## src/rtl/cgol_gen_sequencer.sv

```systemverilog
// Game of Life generation sequencer: scans rows for display, runs the
// snapshot/compute passes of a generation, and services host row loads.
module cgol_gen_sequencer #(
  parameter int HOLDW = 6,
  parameter int GENW  = 8
) (
  input  logic             ph1,
  input  logic             reset,
  input  logic             run,
  input  logic             step,
  input  logic [HOLDW-1:0] hold_frames,
  input  logic             load_req,
  input  logic [2:0]       load_addr,
  output logic             load_ack,
  output logic [2:0]       addr,
  output logic             prev_we,
  output logic             cur_we,
  output logic             cur_wsel,
  output logic             disp_en,
  output logic             frame_done,
  output logic             busy,
  output logic [GENW-1:0]  gen_count
);

  typedef enum logic [1:0] {
    DISP = 2'd0,
    SNAP = 2'd1,
    COMP = 2'd2,
    LOAD = 2'd3
  } state_t;

  state_t           state_q, state_d;
  logic [2:0]       addr_q, addr_d;
  logic [HOLDW-1:0] frame_cnt_q, frame_cnt_d;
  logic             step_pend_q, step_pend_d;
  logic [GENW-1:0]  gen_count_q, gen_count_d;
  logic [HOLDW-1:0] hold_eff;
  logic             last_row;

  // A hold of zero frames behaves exactly like a hold of one.
  assign hold_eff = (hold_frames == '0) ? HOLDW'(1) : hold_frames;
  assign last_row = (addr_q == 3'd7);

  // NOTE: every combinational output gets a default first so no path
  // through the case statement can infer a latch.
  always_comb begin
    state_d     = state_q;
    addr_d      = addr_q;
    frame_cnt_d = frame_cnt_q;
    gen_count_d = gen_count_q;
    step_pend_d = step_pend_q | (step & ~run);

    unique case (state_q)
      DISP: begin
        addr_d = addr_q + 3'd1;
        if (last_row) begin
          if (load_req) begin
            state_d     = LOAD;
            frame_cnt_d = '0;
          end else if ((run && (frame_cnt_q >= hold_eff - HOLDW'(1))) ||
                       (!run && step_pend_q)) begin
            state_d     = SNAP;
            frame_cnt_d = '0;
            // A fresh step arriving on the entry cycle is kept, not lost.
            step_pend_d = step & ~run;
          end else if (frame_cnt_q != '1) begin
            frame_cnt_d = frame_cnt_q + HOLDW'(1);
          end
        end
      end
      SNAP: begin
        addr_d = addr_q + 3'd1;
        if (last_row) state_d = COMP;
      end
      COMP: begin
        addr_d = addr_q + 3'd1;
        if (last_row) begin
          state_d     = DISP;
          gen_count_d = gen_count_q + GENW'(1);
        end
      end
      LOAD: begin
        if (!load_req) begin
          state_d     = DISP;
          addr_d      = 3'd0;
          gen_count_d = '0;
        end
      end
      default: state_d = DISP;
    endcase
  end

  // NOTE: sequential state uses non-blocking assignments so every register
  // samples the pre-edge values regardless of statement order.
  always_ff @(posedge ph1 or posedge reset) begin
    if (reset) begin
      state_q     <= DISP;
      addr_q      <= 3'd0;
      frame_cnt_q <= '0;
      step_pend_q <= 1'b0;
      gen_count_q <= '0;
    end else begin
      state_q     <= state_d;
      addr_q      <= addr_d;
      frame_cnt_q <= frame_cnt_d;
      step_pend_q <= step_pend_d;
      gen_count_q <= gen_count_d;
    end
  end

  // Moore decode, except the host-driven address and write strobe in LOAD.
  always_comb begin
    addr       = addr_q;
    prev_we    = 1'b0;
    cur_we     = 1'b0;
    cur_wsel   = 1'b0;
    disp_en    = 1'b0;
    frame_done = 1'b0;
    busy       = 1'b0;
    load_ack   = 1'b0;
    if (!reset) begin
      unique case (state_q)
        DISP: begin
          disp_en    = 1'b1;
          frame_done = last_row;
        end
        SNAP: begin
          prev_we = 1'b1;
          busy    = 1'b1;
        end
        COMP: begin
          cur_we = 1'b1;
          busy   = 1'b1;
        end
        LOAD: begin
          addr     = load_addr;
          cur_we   = load_req;
          load_ack = load_req;
          cur_wsel = 1'b1;
        end
        default: ;
      endcase
    end
  end

  assign gen_count = gen_count_q;

endmodule
```

## config.mk

```make
export PLATFORM = sky130hd
export DESIGN_NAME = cgol_gen_sequencer
export DESIGN_NICKNAME = d
export VERILOG_FILES = /design/src/rtl/cgol_gen_sequencer.sv
export SDC_FILE = /design/constraint.sdc
export NUM_CORES = 1
export LEC_CHECK = 0
export CORE_MARGIN = 1
export CORE_UTILIZATION = 30
export CTS_CLUSTER_DIAMETER = 60
export DETAILED_ROUTE_END_ITERATION = 10
export PLACE_DENSITY_LB_ADDON = 0.05
export SETUP_SLACK_MARGIN = 0.3
export SLEW_MARGIN = 0
export SYNTH_ARGS = -nofsm -noshare
export SYNTH_HDL_FRONTEND = slang
export SYNTH_SLANG_ARGS = --single-unit
```

## constraint.sdc

```tcl
create_clock -name ph1 -period 4.9 [get_ports ph1]
set_input_delay 0.98 -clock ph1 [delete_from_list [all_inputs] [get_ports ph1]]
set_output_delay 0.98 -clock ph1 [all_outputs]
set_load 0.02 [all_outputs]
```

Word level (Yosys, flattened, before mapping)
Cells that the tools add are included.

word-level totals
  bits in latches = 0
  memories kept = 0
  RAM bits = 0
  flip-flop bits (word level) = 20
  output and inout port bits = 18
  word-level logic and storage cells = 72
  bits in read-only memories = 0
  bits of input ports = 14

cells by class
  mux-type cells = 36
  multipliers = 0
  $add $sub $neg = 4
  divide/modulo/power cells = 0
  equality and inequality tests = 10
  shift operators = 0
  order comparisons = 1
  reductions and logical operators = 13
  bitwise operators = 3

operators with widths
  cell                                               number
  2-to-1 mux 6 bit                                   4
  2-to-1 mux 1 bit                                   17
  2-to-1 mux 8 bit                                   2
  one-hot mux 8 bit (2 select lines)                 1
  2-to-1 mux 2 bit                                   6
  2-to-1 mux 3 bit                                   3
  adder 8 x 1 -> 8 bit (second input constant)       1
  != test 2 bit (second input constant)              4
  one-hot mux 2 bit (4 select lines)                 1
  adder 6 x 1 -> 6 bit (second input constant)       1
  >= comparator 6 bit                                1
  zero test 6 bit                                    1
  != test 6 bit (second input constant)              1
  one-hot mux 3 bit (2 select lines)                 1
  AND reduction 3 bit                                2
  subtractor 6 x 1 -> 6 bit (second input constant)  1
  AND reduction 5 bit                                1
  == test 2 bit (second input constant)              2
  adder 3 x 1 -> 3 bit (second input constant)       1
  == test 3 bit (second input constant)              1
  != test 3 bit (second input constant)              1
  nonzero test 3 bit                                 1
  OR reduction 3 bit                                 1
  == test 2 x 1 -> 1 bit (second input constant)     1
  other kinds (10)                                   11

Logic depth before layout (Yosys ltp)
  depth in word-level cells = 10
  depth in mapped cells = 13
  gate-level depth less buffers = 13

Least setup slack after synthesis
No wires, ideal clock.

  kind = input -> register
  start = input port hold_frames[2]
  end = register state_q[0]
  stages = 13
  setup time = 119 ps
  data required time = 4,781 ps
  path slack = 1,905 ps
  arrival = 2,876 ps
  buffers on the path = 0
  cells stage by stage = nor2_1 nand2_1 nor2_1 nor2_1 ha_1 nand2_1 xor2_1 ha_1 nand2_1 nor3_2 a2111oi_4 o21ai_0 o21a_1

between the ends
  cells in the longest elaborated chain, start to end = 8

RTL lines
  item                                      RTL line  text
  from (decl)                               11        input logic [HOLDW-1:0] hold_frames,
  zero test 6 bit                           41        assign hold_eff = (hold_frames == '0) ? HOLDW'(1) : hold_frames;
  2-to-1 mux 6 bit (*)                      41
  subtractor 6 x 1 -> 6 bit (*)             60        end else if ((run && (frame_cnt_q >= hold_eff - HOLDW'(1))) ||
  >= comparator 6 bit (*)                   60
  logical AND 1 bit (*)                     60
  logical OR 1 bit (*)                      60
  != test 3 bit (no source line) (*)        --
  AND reduction 5 bit (no source line) (*)  --
  to (signal assigned)                      103       state_q <= state_d;
  to (decl)                                 32        state_t state_q, state_d;

Every way passes the cells marked *; elsewhere a longest branch is shown, timed or not.
A chain may end at the register's enable or synchronous reset.

Final worst setup path
  start = input port load_req
  end = output port cur_we

between the ends
  cells in the longest elaborated chain, start to end = 2

RTL lines
  item                                RTL line  text
  from (decl)                         12        input logic load_req,
  one-hot mux 1 bit (2 select lines)  122       unique case (state_q)
  2-to-1 mux 1 bit                    121       if (!reset) begin
  to (decl)                           17        output logic cur_we,

No other way between the ends.

==> summary.md <==
| Metric | Value |
|---|---|
| Status | finished clean |
| Pleak | 0.793 nW |
| Pint | 0.000490 W |
| N_diodes | 0 |
| Hold Path Stages | 1 |
| Clk_skew | a little under 0.002 ns |
| Mean Syn Cell Area | 9.12 um2 |
| Fillers | 469 |
| R2R Path End | frame_cnt_q[1] |
| Post-route minimum period | 3.82 ns |
| Worst-Margin Slew | 0.799 ns |
| Worst Path Buf+Inv | 2 |
| Max-cap check violation count | 0 |
| RSZ-0062 raised after global routing | false |
| Clk root buf | clkbuf_8 |
| Final setup violation count | 0 |
| Sw Pwr | 0.000343 W |
| Starting DRC count in detailed routing | 44 |
| Sequential Power Share | 31.7% |
| Seq. cell area | ~500 um2 |
| First-pass GRT wire length | 5.54 mm |
| Pre-CTS WS | 1.05 ns |
| GP Congestion | 0.776 |
| Slowest cell on crit path | clkdlybuf4s50_1 |
| Detailed Place HPWL | between 2 and 2.5 mm |
| Placeable core area | 4720 um2 |
| H-tree depth | 1 |
| All-Layer GR Usage | ~14% |
| Final number of hold-violating endpoints | 0 |
| Clk buf depth | 2 |
| Worst Hold Path EP | frame_cnt_q[0] |
| Post-route antenna net violation count | 0 |
| Layout cells sized above 1 | under 10% |
| Worst rel slew slack | 46.7% |
| Chip height | roughly 72 um |
| Max Slew Vio Count | 0 |
| 1st-pass router iterations | 4 |
| WL/cell | 12.4 um |
| Setup TNS | 0 ns |
| Clk Latency, worst-skew pair | 0.25 ns |
| Cell family with most CP delay | buffers and inverters |
| Area Overhead vs Synth | 29.0% |
| Number of post-CTS setup repair buffers | 0 |
| CP Cell Sequence | clkdlybuf4s50_1 > and2_1 > nor2_1 > nor2_1 > clkdlybuf4s50_1 |
| Commonest cells after routing, fill and taps aside | clkdlybuf4s50_1, dfrtp_1, nor2_1 |
| Worst r2r src | frame_cnt_q[0] |
| DRC Markers | 0 |
| Commonest non-fill, non-tap cell in the layout | clkdlybuf4s50_1 |
| Cell Area, Synth | 1470 um2 |
| Row cnt | 25 |
| Worst setup SP type | input port |
| Library cells used by synthesis | 36 |
| Beginning of the critical path | load_req |
| DR vias | 1248 |
| Slowest cell delay on critical path | 0.66 ns |
| Grt total ovfl | 0 |
| Die area | 5180 um2 |
| WP data arrival | 2.84 ns |
| CP Capture Type | primary output |
| Critical Path RT | 3.92 ns |
| Initial antenna violation count | 0 |
| Ports | 32 |
| Initial Util | 31.1% |
| R2r setup slk | 2.83 ns |
| Vias per inst | 4.78 |
| Post-CTS Resized | 0 |
| Share of power burned in combinational logic | 53.2% |
| Number of global-route vias before repair | between 1k and 1.5k |
| Hold Path Class | flop to flop |
| Final instance area | 1900 um2 |
| Sw frac | approximately two fifths |
| Max VDD drop | a little under 200 uV |
| # port buffers | 31 |
| Cell Pwr Density | 439 nW/um2 |
| Net count, final | 224 |
| Power share of the clock group | 15.1% |
| Worst hold path startpoint | frame_cnt_q[0] |
| Hold buffer count at CTS | 0 |
| Largest net degree at the start of global routing | 21 |
| Worst path setup slack after routing | 1.08 ns |
| CTS tree | yes |
| Seq/Total Area, Yosys | 34.1% |
| Syn. warnings | 0 |
| Syn_nets | 190 |
| Critical path class | input port to primary output |
| Tcrit/Tclk final | 77.9% |
| Crit Path Max Fanout | 8 |
| Achievable Freq | 0.262 GHz |
| Clock-pin slew on the worst setup and hold paths | 0.07 ns |
| Cells after Synth | 161 |
| Die Width | just over 70 um |
| #FFs+latches synth | 20 |
| Dpl cell area | 1840 um2 |
| FF-to-FF path depth | 7 |
| Sink Count | 20 |
| Multi-input logic area | 905 um2 |
| Total CTS buffers | 3 |
| Post-Route WL | 3.24 mm |
==> Yosys cell counts <==
| library cell | number | share of area, % |
|---|---|---|
| dfrtp_1 | 20 | 34 |
| nor2_1 | 18 | 4.6 |
| ha_1 | 15 | 13 |
| nand2_1 | 13 | 3.3 |
| inv_1 | 11 | 2.8 |
| o21ai_0 | 11 | 3.7 |
| a21oi_1 | 9 | 3.1 |
| nand3_1 | 9 | 3.1 |
| nor2b_1 | 5 | 2.1 |
| xor2_1 | 5 | 3.0 |
| and2_1 | 4 | 1.7 |
| mux2_2 | 4 | 3.1 |
| xnor2_1 | 4 | 2.4 |
| a31oi_1 | 3 | 1.3 |
| and3_1 | 3 | 1.3 |
| buf_6 | 2 | 1.5 |
| mux2i_1 | 2 | 1.4 |
| nand2b_1 | 2 | 0.85 |
| nor3_1 | 2 | 0.68 |
| nor3b_1 | 2 | 1.0 |
| o22ai_1 | 2 | 0.85 |
| a2111oi_4 | 1 | 1.9 |
| a211oi_1 | 1 | 0.51 |
| a21boi_0 | 1 | 0.51 |
| a21o_1 | 1 | 0.51 |
| and2b_4 | 1 | 0.68 |
| and4_1 | 1 | 0.60 |
| nor2_2 | 1 | 0.43 |
| nor3_2 | 1 | 0.68 |
| nor4_1 | 1 | 0.43 |
| nor4_4 | 1 | 1.4 |
| nor4b_4 | 1 | 1.6 |
| o2111ai_1 | 1 | 0.60 |
| o21a_1 | 1 | 0.51 |
| o21bai_1 | 1 | 0.51 |
| o31ai_1 | 1 | 0.51 |
==> state kept, by name (all words and copies together) (netlist names) <==
name / flops
step_pend_q: 1
frame_cnt_q: 6
state_q: 2
addr_q: 3
gen_count: 8
==> layout make-up <==
| type | instances | area share, % |
|---|---|---|
| sequential | 20 | 26.4 |
| clock buffer | 4 | 2.90 |
| tap | 67 | 4.42 |
| inverter | 11 | 2.18 |
| timing repair buffer | 31 | 16.4 |
| multi-input combinational | 128 | 47.7 |
==> layer usage <==
layer	track usage [%]	vias to the layer above	routed length, um
li1	-	628	-
met4	3.92	0	16
met2	23.3	22	1660
met3	2.08	2	123
met5	0	-	0
met1	17.7	596	1440
==> power by group through the flow <==
stage	sequential, W	clock (W)	combinational, W
2_1_floorplan	0.000273	0	0.000290
3_3_place_gp	0.000268	0	0.000445
3_5_place_dp	0.000268	0	0.000446
4_1_cts	0.000264	0.000132	0.000451
5_1_grt	0.000274	0.000138	0.000490
6_report	0.000264	0.000126	0.000443
==> worst max path at each step <==
stage                       to  depth (start not counted)
detailed placement      cur_we                          5
global route            cur_we                          5
CTS                     cur_we                          5
finish                  cur_we                          5
global placement        cur_we                          5
floorplan           state_q[0]                         13
==> kinds of logic after synthesis <==
kind of cell	count (synthesis)	synth area share, %
xor gates and xnor gates	9	5.37
muxes	6	4.43
AOI/OAI and AO/OA	33	14.5
DFF	20	34.1
and+or+nand+nor	65	24.5
buffers and inverters	13	4.34
adders and majority gates	15	12.8
==> per-stage QoR <==
| stage | hold slack (ns) | cells | total power [W] | util [%] |
|---|---|---|---|---|
| 2_1_floorplan | 0.469 | 161 | 0.000563 | - |
| 5_1_grt | 0.568 | 261 | 0.000903 | 40.1 |
| 3_5_place_dp | 0.509 | 257 | 0.000714 | 39.0 |
| 4_1_cts | 0.531 | 261 | 0.000847 | 40.1 |
| 3_3_place_gp | 0.518 | 257 | 0.000713 | 39.0 |
| 6_report | 0.529 | 261 | 0.000833 | 40.1 |
Note: power is estimated with default switching activity, not from simulation.
